`src/rtl/gfx_pkg.sv`:
```
// Shared types for the graphics command unit: opcodes, FSM states,
// the 8-entry RGB332 palette and the colour-word decoder.
package gfx_pkg;

    typedef enum logic [2:0] {
        OP_NOP   = 3'd0,
        OP_PIXEL = 3'd1,
        OP_RECT  = 3'd2,
        OP_FILL  = 3'd3,
        OP_SWAP  = 3'd6
    } op_e;

    typedef enum logic [2:0] {
        S_IDLE,
        S_PIXEL,
        S_RECT,
        S_SWAP_WAIT,
        S_DONE
    } state_e;

    // Entry i lives in bits [8*i +: 8].
    localparam logic [63:0] PALETTE = {
        8'h1F, 8'hE3, 8'hFC, 8'hFF,
        8'h00, 8'h03, 8'h1C, 8'hE0
    };

    // bit11: immediate word, bit7: raw byte, else palette index [2:0].
    // The caller truncates to its pixel width.
    function automatic logic [15:0] color_word(input logic [15:0] c);
        logic [2:0] idx;
        idx = c[2:0];
        if (c[11]) begin
            return c;
        end
        if (c[7]) begin
            return {8'h00, c[7:0]};
        end
        return {8'h00, PALETTE[{idx, 3'b000} +: 8]};
    endfunction

endpackage

```
`src/rtl/gfx_cmd_unit_if.sv`:
```
// Command channel and framebuffer write port of the graphics unit.
// slave = the command unit, master = command source / framebuffer.
interface gfx_cmd_unit_if #(
    parameter int PIX_W  = 8,
    parameter int ADDR_W = 15
) ();
    logic              cmd_valid;
    logic              cmd_ready;
    logic [2:0]        cmd_op;
    logic [15:0]       cmd_x;
    logic [15:0]       cmd_y;
    logic [15:0]       cmd_w;
    logic [15:0]       cmd_h;
    logic [15:0]       cmd_color;
    logic              wr_en;
    logic [ADDR_W-1:0] wr_addr;
    logic [PIX_W-1:0]  wr_data;
    logic              wr_buf;
    logic              wr_ready;

    modport slave (
        input  cmd_valid, cmd_op, cmd_x, cmd_y,
        input  cmd_w, cmd_h, cmd_color, wr_ready,
        output cmd_ready, wr_en, wr_addr, wr_data, wr_buf
    );

    modport master (
        output cmd_valid, cmd_op, cmd_x, cmd_y,
        output cmd_w, cmd_h, cmd_color, wr_ready,
        input  cmd_ready, wr_en, wr_addr, wr_data, wr_buf
    );
endinterface

```
`src/rtl/gfx_addr_gen.sv`:
```
// Maps a pixel coordinate to its linear framebuffer address and
// reports whether that pixel may be written (always, unless clipping).
module gfx_addr_gen #(
    parameter int FB_W   = 160,
    parameter int FB_H   = 120,
    parameter int ADDR_W = 15,
    parameter bit CLIP   = 1'b0
) (
    input  logic [16:0]       x,
    input  logic [16:0]       y,
    output logic [ADDR_W-1:0] addr,
    output logic              ok
);
    // Wide product so the largest coordinates cannot overflow.
    always_comb begin
        addr = ADDR_W'((34'(y) * 34'(FB_W)) + 34'(x));
        ok   = CLIP ? ((x < 17'(FB_W)) && (y < 17'(FB_H))) : 1'b1;
    end
endmodule

```
`src/rtl/gfx_cmd_unit.sv`:
```
// Graphics command unit: PIXEL/RECT/FILL rasteriser and buffer swap.
// Define GFX_CLIP_EN to suppress writes outside the framebuffer.
module gfx_cmd_unit
    import gfx_pkg::*;
#(
    parameter int FB_W   = 160,
    parameter int FB_H   = 120,
    parameter int PIX_W  = 8,
    parameter int ADDR_W = 15
) (
    input  logic          Clk,
    input  logic          Reset_al,
    gfx_cmd_unit_if.slave bus,
    input  logic          vblank,
    output logic          disp_buf,
    output logic          busy,
    output logic          done
);
`ifdef GFX_CLIP_EN
    localparam bit CLIP_EN = 1'b1;
`else
    localparam bit CLIP_EN = 1'b0;
`endif

    state_e            state;
    logic              ready;
    logic              wr_en;
    logic              work;
    logic [ADDR_W-1:0] wr_addr;
    logic [PIX_W-1:0]  wr_data;
    logic [15:0]       x0, y0, w, h, col, row;
    logic [15:0]       ncol, nrow, sx, sy, sw, sh;
    logic [16:0]       px, py;
    logic [ADDR_W-1:0] addr;
    logic              pix_ok;
    logic              last;
    logic              adv;
    logic              is_fill;
    logic              is_pix;

    assign bus.cmd_ready = ready;
    assign bus.wr_en     = wr_en;
    assign bus.wr_addr   = wr_addr;
    assign bus.wr_data   = wr_data;
    assign bus.wr_buf    = work;
    assign disp_buf      = ~work;

    // Coordinate of the pixel to present next: the command origin while
    // idle, otherwise the raster successor of the current pixel.
    always_comb begin
        is_fill = (bus.cmd_op == OP_FILL);
        is_pix  = (bus.cmd_op == OP_PIXEL);
        sx = is_fill ? 16'd0 : bus.cmd_x;
        sy = is_fill ? 16'd0 : bus.cmd_y;
        sw = is_fill ? 16'(FB_W) : (is_pix ? 16'd1 : bus.cmd_w);
        sh = is_fill ? 16'(FB_H) : (is_pix ? 16'd1 : bus.cmd_h);
        last = (col == w - 16'd1) && (row == h - 16'd1);
        if (col == w - 16'd1) begin
            ncol = 16'd0;
            nrow = row + 16'd1;
        end else begin
            ncol = col + 16'd1;
            nrow = row;
        end
        if (state == S_IDLE) begin
            px = {1'b0, sx};
            py = {1'b0, sy};
        end else begin
            px = {1'b0, x0} + {1'b0, ncol};
            py = {1'b0, y0} + {1'b0, nrow};
        end
        adv = ~wr_en | bus.wr_ready;
    end

    gfx_addr_gen #(
        .FB_W   (FB_W),
        .FB_H   (FB_H),
        .ADDR_W (ADDR_W),
        .CLIP   (CLIP_EN)
    ) u_addr_gen (
        .x    (px),
        .y    (py),
        .addr (addr),
        .ok   (pix_ok)
    );

    // Command FSM with registered handshake, write port and status.
    always_ff @(posedge Clk or negedge Reset_al) begin
        if (!Reset_al) begin
            state   <= S_IDLE;
            ready   <= 1'b0;
            busy    <= 1'b0;
            done    <= 1'b0;
            work    <= 1'b0;
            wr_en   <= 1'b0;
            wr_addr <= '0;
            wr_data <= '0;
            x0      <= '0;
            y0      <= '0;
            w       <= '0;
            h       <= '0;
            col     <= '0;
            row     <= '0;
        end else begin
            done <= 1'b0;
            unique case (state)
                S_IDLE: begin
                    if (ready && bus.cmd_valid) begin
                        ready   <= 1'b0;
                        busy    <= 1'b1;
                        x0      <= sx;
                        y0      <= sy;
                        w       <= sw;
                        h       <= sh;
                        col     <= '0;
                        row     <= '0;
                        wr_addr <= addr;
                        wr_data <= PIX_W'(color_word(bus.cmd_color));
                        case (bus.cmd_op)
                            OP_PIXEL: begin
                                state <= S_PIXEL;
                                wr_en <= pix_ok;
                            end
                            OP_RECT, OP_FILL: begin
                                if (sw == 16'd0 || sh == 16'd0) begin
                                    state <= S_DONE;
                                    done  <= 1'b1;
                                end else begin
                                    state <= S_RECT;
                                    wr_en <= pix_ok;
                                end
                            end
                            OP_SWAP: state <= S_SWAP_WAIT;
                            default: begin
                                state <= S_DONE;
                                done  <= 1'b1;
                            end
                        endcase
                    end else begin
                        ready <= 1'b1;
                    end
                end
                S_PIXEL, S_RECT: begin
                    if (adv) begin
                        if (last) begin
                            state <= S_DONE;
                            done  <= 1'b1;
                            wr_en <= 1'b0;
                        end else begin
                            col     <= ncol;
                            row     <= nrow;
                            wr_addr <= addr;
                            wr_en   <= pix_ok;
                        end
                    end
                end
                S_SWAP_WAIT: begin
                    if (vblank) begin
                        work  <= ~work;
                        state <= S_DONE;
                        done  <= 1'b1;
                    end
                end
                S_DONE: begin
                    state <= S_IDLE;
                    busy  <= 1'b0;
                    ready <= 1'b1;
                end
                default: state <= S_IDLE;
            endcase
        end
    end
endmodule
```
`src/flat_wrapper.sv`:
```
// flat-port wrapper written by rule: the top's interface ports become plain ports
module gfx_cmd_unit_flat import gfx_pkg::*;
#(
    parameter int FB_W   = 160,
    parameter int FB_H   = 120,
    parameter int PIX_W  = 8,
    parameter int ADDR_W = 15
)
  (Clk, Reset_al, vblank, disp_buf, busy, done, bus_cmd_valid, bus_cmd_op, bus_cmd_x, bus_cmd_y, bus_cmd_w, bus_cmd_h, bus_cmd_color, bus_wr_ready, bus_cmd_ready, bus_wr_en, bus_wr_addr, bus_wr_data, bus_wr_buf);
  gfx_cmd_unit_if #(.PIX_W(PIX_W), .ADDR_W(ADDR_W)) bus_i ();
  input  logic Clk;
  input  logic Reset_al;
  input  logic vblank;
  output logic disp_buf;
  output logic busy;
  output logic done;
  input wire logic [$bits(bus_i.cmd_valid)-1:0] bus_cmd_valid;
  input wire logic [$bits(bus_i.cmd_op)-1:0] bus_cmd_op;
  input wire logic [$bits(bus_i.cmd_x)-1:0] bus_cmd_x;
  input wire logic [$bits(bus_i.cmd_y)-1:0] bus_cmd_y;
  input wire logic [$bits(bus_i.cmd_w)-1:0] bus_cmd_w;
  input wire logic [$bits(bus_i.cmd_h)-1:0] bus_cmd_h;
  input wire logic [$bits(bus_i.cmd_color)-1:0] bus_cmd_color;
  input wire logic [$bits(bus_i.wr_ready)-1:0] bus_wr_ready;
  output wire logic [$bits(bus_i.cmd_ready)-1:0] bus_cmd_ready;
  output wire logic [$bits(bus_i.wr_en)-1:0] bus_wr_en;
  output wire logic [$bits(bus_i.wr_addr)-1:0] bus_wr_addr;
  output wire logic [$bits(bus_i.wr_data)-1:0] bus_wr_data;
  output wire logic [$bits(bus_i.wr_buf)-1:0] bus_wr_buf;
  assign bus_i.cmd_valid = bus_cmd_valid;
  assign bus_i.cmd_op = bus_cmd_op;
  assign bus_i.cmd_x = bus_cmd_x;
  assign bus_i.cmd_y = bus_cmd_y;
  assign bus_i.cmd_w = bus_cmd_w;
  assign bus_i.cmd_h = bus_cmd_h;
  assign bus_i.cmd_color = bus_cmd_color;
  assign bus_i.wr_ready = bus_wr_ready;
  assign bus_cmd_ready = bus_i.cmd_ready;
  assign bus_wr_en = bus_i.wr_en;
  assign bus_wr_addr = bus_i.wr_addr;
  assign bus_wr_data = bus_i.wr_data;
  assign bus_wr_buf = bus_i.wr_buf;
  gfx_cmd_unit #(.FB_W(FB_W), .FB_H(FB_H), .PIX_W(PIX_W), .ADDR_W(ADDR_W)) u_core (.Clk(Clk), .Reset_al(Reset_al), .bus(bus_i), .vblank(vblank), .disp_buf(disp_buf), .busy(busy), .done(done));
endmodule
```
`config.mk`:
```
export PLATFORM = sky130hd
export DESIGN_NAME = gfx_cmd_unit_flat
export DESIGN_NICKNAME = d
export VERILOG_FILES = /design/src/rtl/gfx_pkg.sv /design/src/rtl/gfx_cmd_unit_if.sv /design/src/rtl/gfx_addr_gen.sv /design/src/rtl/gfx_cmd_unit.sv /design/src/flat_wrapper.sv
export SDC_FILE = /design/constraint.sdc
export NUM_CORES = 1
export LEC_CHECK = 0
export CAP_MARGIN = 10
export CORE_ASPECT_RATIO = 0.5
export CORE_MARGIN = 2
export CORE_UTILIZATION = 55
export CTS_CLUSTER_SIZE = 14
export DETAILED_ROUTE_END_ITERATION = 8
export DONT_BUFFER_PORTS = 1
export PLACE_DENSITY = 0.68
export RECOVER_POWER = 50
export REMOVE_ABC_BUFFERS = 1
export SETUP_SLACK_MARGIN = 0.1
export SYNTH_ARGS = -nofsm -noshare
export SYNTH_HDL_FRONTEND = slang
export SYNTH_SLANG_ARGS = --single-unit
```
`constraint.sdc`:
```
create_clock -name Clk -period 7.9 [get_ports Clk]
set_clock_uncertainty 0.1 [all_clocks]
set_input_delay 0.79 -clock Clk [delete_from_list [all_inputs] [get_ports Clk]]
set_output_delay 0.79 -clock Clk [all_outputs]
set_load 0.005 [all_outputs]
```
# ---- Yosys cells after proc, flatten, opt, wreduce, memory -nomap -nowiden
# Cells that the tools add are included.
dict set report word_totals {
  reg_bits 126
  latchBits 0
  ram_bits 0
  mem_bits_ro 0
  inputBits 88
  output_inout_bits 29
  wordCells 116
  n_memories 0
}
dict set report classes {
  add_sub_neg 7
  mul 1
  div 0
  magnitude_cmp 0
  eq_ne 17
  shifts 1
  muxes 56
  n_bitwise 3
  n_reduce_logical 17
}
# operator count
set op_table {}
lappend op_table {{$mux 16} 12}
lappend op_table {{$mux 15} 5}
lappend op_table {{$pmux 16 s2} 2}
lappend op_table {{$shiftx 64x7->8 const A} 1}
lappend op_table {{$add 16x1->16 const B} 2}
lappend op_table {{$eq 16x16->1} 2}
lappend op_table {{$logic_not 16->1} 2}
lappend op_table {{$mux 8} 4}
lappend op_table {{$sub 16x1->16 const B} 2}
lappend op_table {{$add 15x15->15} 2}
lappend op_table {{$pmux 15 s2} 1}
lappend op_table {{$mux 1} 18}
lappend op_table {{$pmux 3 s3} 2}
lappend op_table {{$add 16x16->17} 1}
lappend op_table {{$mul 17x3->10 const B} 1}
lappend op_table {{$mux 17} 1}
lappend op_table {{$mux 3} 5}
lappend op_table {{$eq 3x2->1 const B} 4}
lappend op_table {{$pmux 1 s2} 5}
lappend op_table {{$reduce_and 4->1} 2}
lappend op_table {{$eq 3x1->1 const B} 2}
lappend op_table {{$eq 3x3->1 const B} 2}
lappend op_table {{$ne 2x2->1 const B} 3}
lappend op_table {{$reduce_and 2->1} 3}
lappend op_table {{12 further kinds} 18}

# ---- Logic depth before layout (Yosys ltp)
dict set report depth {
  word_depth 10
  mapped_depth 33
}

# ---- Modules after synthesis
# A second synthesis with hierarchy kept.
dict set report unflattened {
  hier_cells 1234
  area_unflattened_um2 9912.0
}
# mod n_inst cells_per_inst area_each_um2 seq_area_each_um2
set by_module_without_submodules {}
lappend by_module_without_submodules {gfx_cmd_unit 1 1146 9157.5 3178.0}
lappend by_module_without_submodules {gfx_addr_gen 1 88 754.5 0.0}

# ---- Worst setup path before layout
# OpenSTA, ideal clock, no wires.
dict set report synth_path {
  path_kind {flip-flop to flip-flop}
  from {register u_core.w[4]}
  to {register u_core.wr_addr[14], in the netlist u_core.bus.wr_addr[14]}
  setup_time_ns 0.129
  arrival_ns 7.005
  required_time_ns 7.671
  slack_ns 0.666
  stages_incl_launch_ff 31
  period_less_slack_ns 7.234
  path_cell_list {dfrtp_1 clkbuf_1 or4_1 or4b_2 a221oi_1 nand4_1 nor3_1 clkbuf_1 clkbuf_1 xor2_1 ha_1 inv_1 fa_1 nor2_1 o21ai_0 a21oi_1 nand2b_1 a21oi_1 ha_1 inv_1 fa_1 inv_1 ha_1 nand2_1 o21ai_0 o41ai_1 o21ai_0 xnor3_1 xnor2_1 xor2_1 o21ai_1}
}
dict set report synth_between {
  elab_chain_cells 10
}
# element line_no
set synth_lines {}
lappend synth_lines {{from (decl)} gfx_cmd_unit.sv:31} ;# logic [15:0] x0, y0, w, h, col, row;
lappend synth_lines {{from (signal assigned)} gfx_cmd_unit.sv:113} ;# w <= sw;
lappend synth_lines {{$sub 16x1->16 (*)} {gfx_cmd_unit.sv:57, gfx_cmd_unit.sv:58}}
lappend synth_lines {{$eq 16x16->1 (*)} {gfx_cmd_unit.sv:57, gfx_cmd_unit.sv:58}}
lappend synth_lines {{$mux 16} gfx_cmd_unit.sv:58} ;# if (col == w - 16'd1) begin
lappend synth_lines {{$add 16x16->17} gfx_cmd_unit.sv:70} ;# py = {1'b0, y0} + {1'b0, nrow};
lappend synth_lines {{$mux 17} gfx_cmd_unit.sv:65} ;# if (state == S_IDLE) begin
lappend synth_lines {{$mul 17x3->10} gfx_addr_gen.sv:16} ;# addr = ADDR_W'((34'(y) * 34'(FB_W)) + 34'(x));
lappend synth_lines {{$add 15x15->15} gfx_addr_gen.sv:16}
lappend synth_lines {{$mux 15} gfx_cmd_unit.sv:145} ;# if (last) begin
lappend synth_lines {{$mux 15} gfx_cmd_unit.sv:144} ;# if (adv) begin
lappend synth_lines {{$pmux 15 s2} gfx_cmd_unit.sv:106} ;# unique case (state)
lappend synth_lines {{to (signal assigned)} gfx_cmd_unit.sv:117} ;# wr_addr <= addr;
lappend synth_lines {{to (signal assigned)} gfx_cmd_unit.sv:152} ;# wr_addr <= addr;
lappend synth_lines {{to (decl)} gfx_cmd_unit.sv:29} ;# logic [ADDR_W-1:0] wr_addr;
# Mark *: on every way between the ends. The rest lies on a longest branch, timed or not. The select of a mux whose other input is x is not followed.
# A chain may end at the register's enable or synchronous reset.

# ---- Worst setup path after layout
# Ends and elaborated chain as after synthesis.

==> reports/results.env <==
OUTCOME='complete, but fails checks'
FAILED_CHECKS='capacitance limit, slew limit'
FMAX_MHz=135.7
WORST_PATH_LARGEST_CELL_DELAY_NS=0.69
ROUTE.VIAS.TOTAL=7540
AREA_OVERHEAD_OF_THE_LAYOUT_RELATIVE_TO_SYNTHESIS_PCT=9.359
POSTROUTEWIRELENGTH_MM=21.67
REGTOREGSETUPSLACK_NS=0.53
POST_DP_CELL_AREA_UM2=8880
CLK_PIN_SLEW_NS=0.06
REG2REG_FROM='u_core.w[4]'
DIE_HEIGHT_UM=93.09
SYNTH_FF_TYPE='sky130_fd_sc_hd__dfrtp_1'
DP_HPWL_MM=15.46
TIMING.CRITICAL_PATH.BUF_INV=4
SYNTH.YOSYS.SEQ_AREA_SHARE=0.3440
CP_TOP_FAMILY='simple AND/OR/NAND/NOR gates'
SYN_INST=1070
ENDPOINT_KIND='register'
COREAREA_UM2=15450
SYNTH.MOST_COMMON_CELL='sky130_fd_sc_hd__nand2_1'
POST_ROUTE_CELLS_DRIVE_ABOVE_1_SHARE=0.07271
CLOCKBUFFERDEPTH=2
POST_SYNTH_MAIN_AREA_CONTRIBUTORS='sky130_fd_sc_hd__dfrtp_1 34%, sky130_fd_sc_hd__ha_1 7.0%, sky130_fd_sc_hd__nand2_1 6.7%'
POSTROUTEANTENNANETS=0
SETUP_VIOL=0
SYNTHTOPCELLSBYCOUNT='156 x sky130_fd_sc_hd__nand2_1, 120 x sky130_fd_sc_hd__dfrtp_1, 98 x sky130_fd_sc_hd__o21ai_0, 87 x sky130_fd_sc_hd__nor2_1, 64 x sky130_fd_sc_hd__nand3_1'
GPL.FINAL_WEIGHTED_CONGESTION=0.9002
CRITICAL_PATH.SLOWEST_CELL='sky130_fd_sc_hd__or4b_2'
DETAILEDROUTE.FIRSTITERATIONVIOLATIONS=435
CTSROOTBUFFERMASTER='sky130_fd_sc_hd__clkbuf_16'
POWER.IR.VDD_WORST_mV=0.3094
TRITONCTS='built'
DRC=0
SYNTH_ENABLE_FLOP_CELLS=0
FINAL_CELL_COUNT_NO_FILL=1263
FINAL_CORE_UTILIZATION=0.6177
R2R_CELLS=30
TIMING.FINAL.CRIT_SHARE=0.9328
POWER.LEAKAGE_nW=4.308
LAYOUT.CELL_AREA.NON_FILLER_UM2=9547
WORST-SETUP-PATH-TYPE='reg2reg'
PLACEMENT_ROWS=32
MEAN_INSTANCE_SIZE_IN_THE_SYNTHESIZED_NETLIST_UM2=8.159
FINAL_COUNT_OF_HOLD_TIMING_VIOLATIONS=0
WORSTSKEWPAIRLATENCY_NS=0.42
CRIT_END='u_core.bus.wr_addr[14]'
PLACE.DETAILED.INSTANCES=1226
CTS_BUFFERS=17
WORSTMARGINPINSLEW_NS=5.738
ASYNCSETRESETFLOPFRACSYNTH=1.000
SLEW-LIMIT-HEADROOM=-2.825
DATA_REQUIRED_TIME_AT_THE_WORST_ENDPOINT_NS=8.09
CTSHTREEMAXLEVEL=4
FLOORPLAN.INITIALDENSITY=0.5648
POWER_DENSITY_nW_PER_UM2=465.3
AVGVIACOUNTPERCELL=5.970
YOSYS_REGISTER_BITS=120
ANTENNA_CELLS=0
GRT.OVERFLOW.TOTAL=0
WORST_HOLD_PATH_TYPE='reg2reg'
RSZ0062_AT_GRT='no'
WORSTSETUPSTARTPOINTTYPE='register'
SYNTHDOMINANTAREACELLTYPE='sky130_fd_sc_hd__dfrtp_1'
WORSTSETUPSTARTPOINT='u_core.w[4]'
CTS_NUM_SINKS=120
GLOBAL_ROUTE.USAGE.TOTAL=0.2659
VIAS_IN_THE_FIRST_GLOBAL_ROUTE=7387
SYNTH-WARNING-COUNT=0
SYNTH.TOP_CELL.AREA_SHARE=0.3440
FIN_TNS_SETUP_NS=0
GRT_START_MAX_NET_PINS=121
NUMBER_OF_OPTIMIZATION_ITERATIONS_IN_THE_FIRST_DETAILED_ROUTE_PASS=5
FINAL.MIN_CLOCK_PERIOD_NS=7.369
ROUTED_WIRE_LENGTH_PER_INSTANCE_UM=17.16
COUNT_OF_CELL_INSTANCES_TRAVERSED_BY_THE_CRITICAL_PATH=30
WORSTPATHMAXFANOUT=9
CAP_VIOLATIONS=1
SYN-CELL-AREA_UM2=8730
DIE_WIDTH_UM=182.2
NETS=1187
NUMBER_OF_ANTENNA_VIOLATIONS_AT_THE_FIRST_CHECK_IN_GLOBAL_ROUTING=0
YOSYSUNIQUECELLTYPES=68
DIEAREA_UM2=16960
FINALMAXSLEWVIOLATIONS=121
ARRIVAL_NS=7.56
PLACEMENT.IO_BUFFERS=0
FIRST_PASS_GRT_WIRE_LENGTH_MM=36.10
PIN_COUNT=117
REGTOREGENDPOINT='u_core.bus.wr_addr[14]'
HOLD_START='u_core.x0[0]'
## routing by layer
layer	track usage	part of all wire	vias up	wire (um)
li1	-	-	3756	-
met1	0.3643	0.49	3589	10620
met2	0.4259	0.44	176	9595
met3	0.06542	0.057	19	1239
met4	0.06586	0.010	0	221
met5	0	0	-	0
## state kept, by name (all words and copies together) (netlist names)
| signal | cells |
|---|---|
| u_core.bus.cmd_ready | 1 |
| u_core.done | 1 |
| u_core.bus.wr_en | 1 |
| u_core.col | 16 |
| u_core.w | 16 |
| u_core.state | 3 |
| u_core.busy | 1 |
| u_core.bus.wr_buf | 1 |
| u_core.h | 16 |
| u_core.y0 | 10 |
| u_core.row | 16 |
| u_core.bus.wr_addr | 15 |
| u_core.x0 | 15 |
| u_core.bus.wr_data | 8 |
## stage by stage
stage	hold slack [ns]	worst slack, ns	power [mW]
6_report	0.3876	0.5306	4.442
5_1_grt	0.3820	0.09984	4.843
4_1_cts	0.2672	0.2097	4.405
3_5_place_dp	0.3694	0.2716	3.560
3_3_place_gp	0.3708	0.3402	3.482
2_1_floorplan	0.3525	0.1458	2.974
## how the worst min path moves through the flow
| stage | to | depth (start not counted) | slack (ns) |
|---|---|---|---|
| final | u_core.x0[0] | 2 | 0.39 |
| after floorplan | u_core.x0[11] | 2 | 0.35 |
| after detailed placement | u_core.x0[13] | 2 | 0.37 |
| after CTS | u_core.y0[7] | 1 | 0.27 |
| after global routing | u_core.y0[9] | 2 | 0.38 |
| after global placement | u_core.x0[0] | 2 | 0.37 |
## where the power goes
part	total, mW	switching, mW	leakage (nW)	internal (mW)
clock	0.811	0.299	0.288	0.511
sequential	1.06	0.222	1.54	0.840
combinational	2.57	1.45	2.48	1.12
## timing repair
| action | in CTS | in global routing |
|---|---|---|
| gates resized for setup | 0 | 10 |
| hold buffers | 1 | 0 |
| hold endpoints to repair | 120 | 0 |
| setup buffers | 0 | 3 |
| endpoints found under the setup margin | 0 | 1 |
## layout by cell type, fill, tap and decap left out, types with 5 or more instances in the layout
cell	count
sky130_fd_sc_hd__xor2_1	33
sky130_fd_sc_hd__nor4_1	16
sky130_fd_sc_hd__o31ai_1	12
sky130_fd_sc_hd__o21ai_1	8
sky130_fd_sc_hd__o21a_1	5
sky130_fd_sc_hd__inv_1	34
sky130_fd_sc_hd__a22o_1	11
sky130_fd_sc_hd__or4_1	6
sky130_fd_sc_hd__and3_1	9
sky130_fd_sc_hd__o21bai_1	8
sky130_fd_sc_hd__a21o_1	12
sky130_fd_sc_hd__and4_1	5
sky130_fd_sc_hd__nor3_1	19
sky130_fd_sc_hd__a31oi_1	8
sky130_fd_sc_hd__or2_2	8
sky130_fd_sc_hd__dfrtp_1	120
sky130_fd_sc_hd__clkbuf_16	17
sky130_fd_sc_hd__buf_4	14
sky130_fd_sc_hd__nor2_1	86
sky130_fd_sc_hd__mux2i_1	5
sky130_fd_sc_hd__nand2_1	155
sky130_fd_sc_hd__nor2b_1	13
sky130_fd_sc_hd__a21oi_1	55
sky130_fd_sc_hd__ha_1	49
sky130_fd_sc_hd__xnor2_1	51
sky130_fd_sc_hd__o21ai_0	95
sky130_fd_sc_hd__nand2b_1	16
sky130_fd_sc_hd__nand3_1	64
sky130_fd_sc_hd__o211ai_1	8
sky130_fd_sc_hd__or3_1	11
sky130_fd_sc_hd__a211oi_1	9
sky130_fd_sc_hd__nand4_1	12
## area by class of cell
type,instances,area (um^2)
inverter,34,127.6
clock buffer,20,456.7
fill,1332,5908
multi-input combinational,856,5421
timing repair buffer,17,133.9
clock inverter,12,148.9
tap,204,255.2
sequential,120,3003
## logic make-up after synthesis
| kind of cell | after synthesis | synth area share |
|---|---|---|
| buffers and inverters | 94 | 0.04070 |
| DFF | 120 | 0.3440 |
| and+or+nand+nor | 446 | 0.2465 |
| xor gates and xnor gates | 87 | 0.09216 |
| AOI/OAI and AO/OA | 261 | 0.1863 |
| adders and majority gates | 53 | 0.07940 |
| muxes | 9 | 0.01089 |
## worst reg2reg max path, delay by kind of cell (launching register included)
kind            cells  cell delay, ns
xor+xnor            6            1.25
buf+inv             4            0.58
fa+ha+maj           4            1.31
simple gates        8            2.28
flops               1            0.48
compound gates      8            1.21
Note: power is estimated with default switching activity, not from simulation.
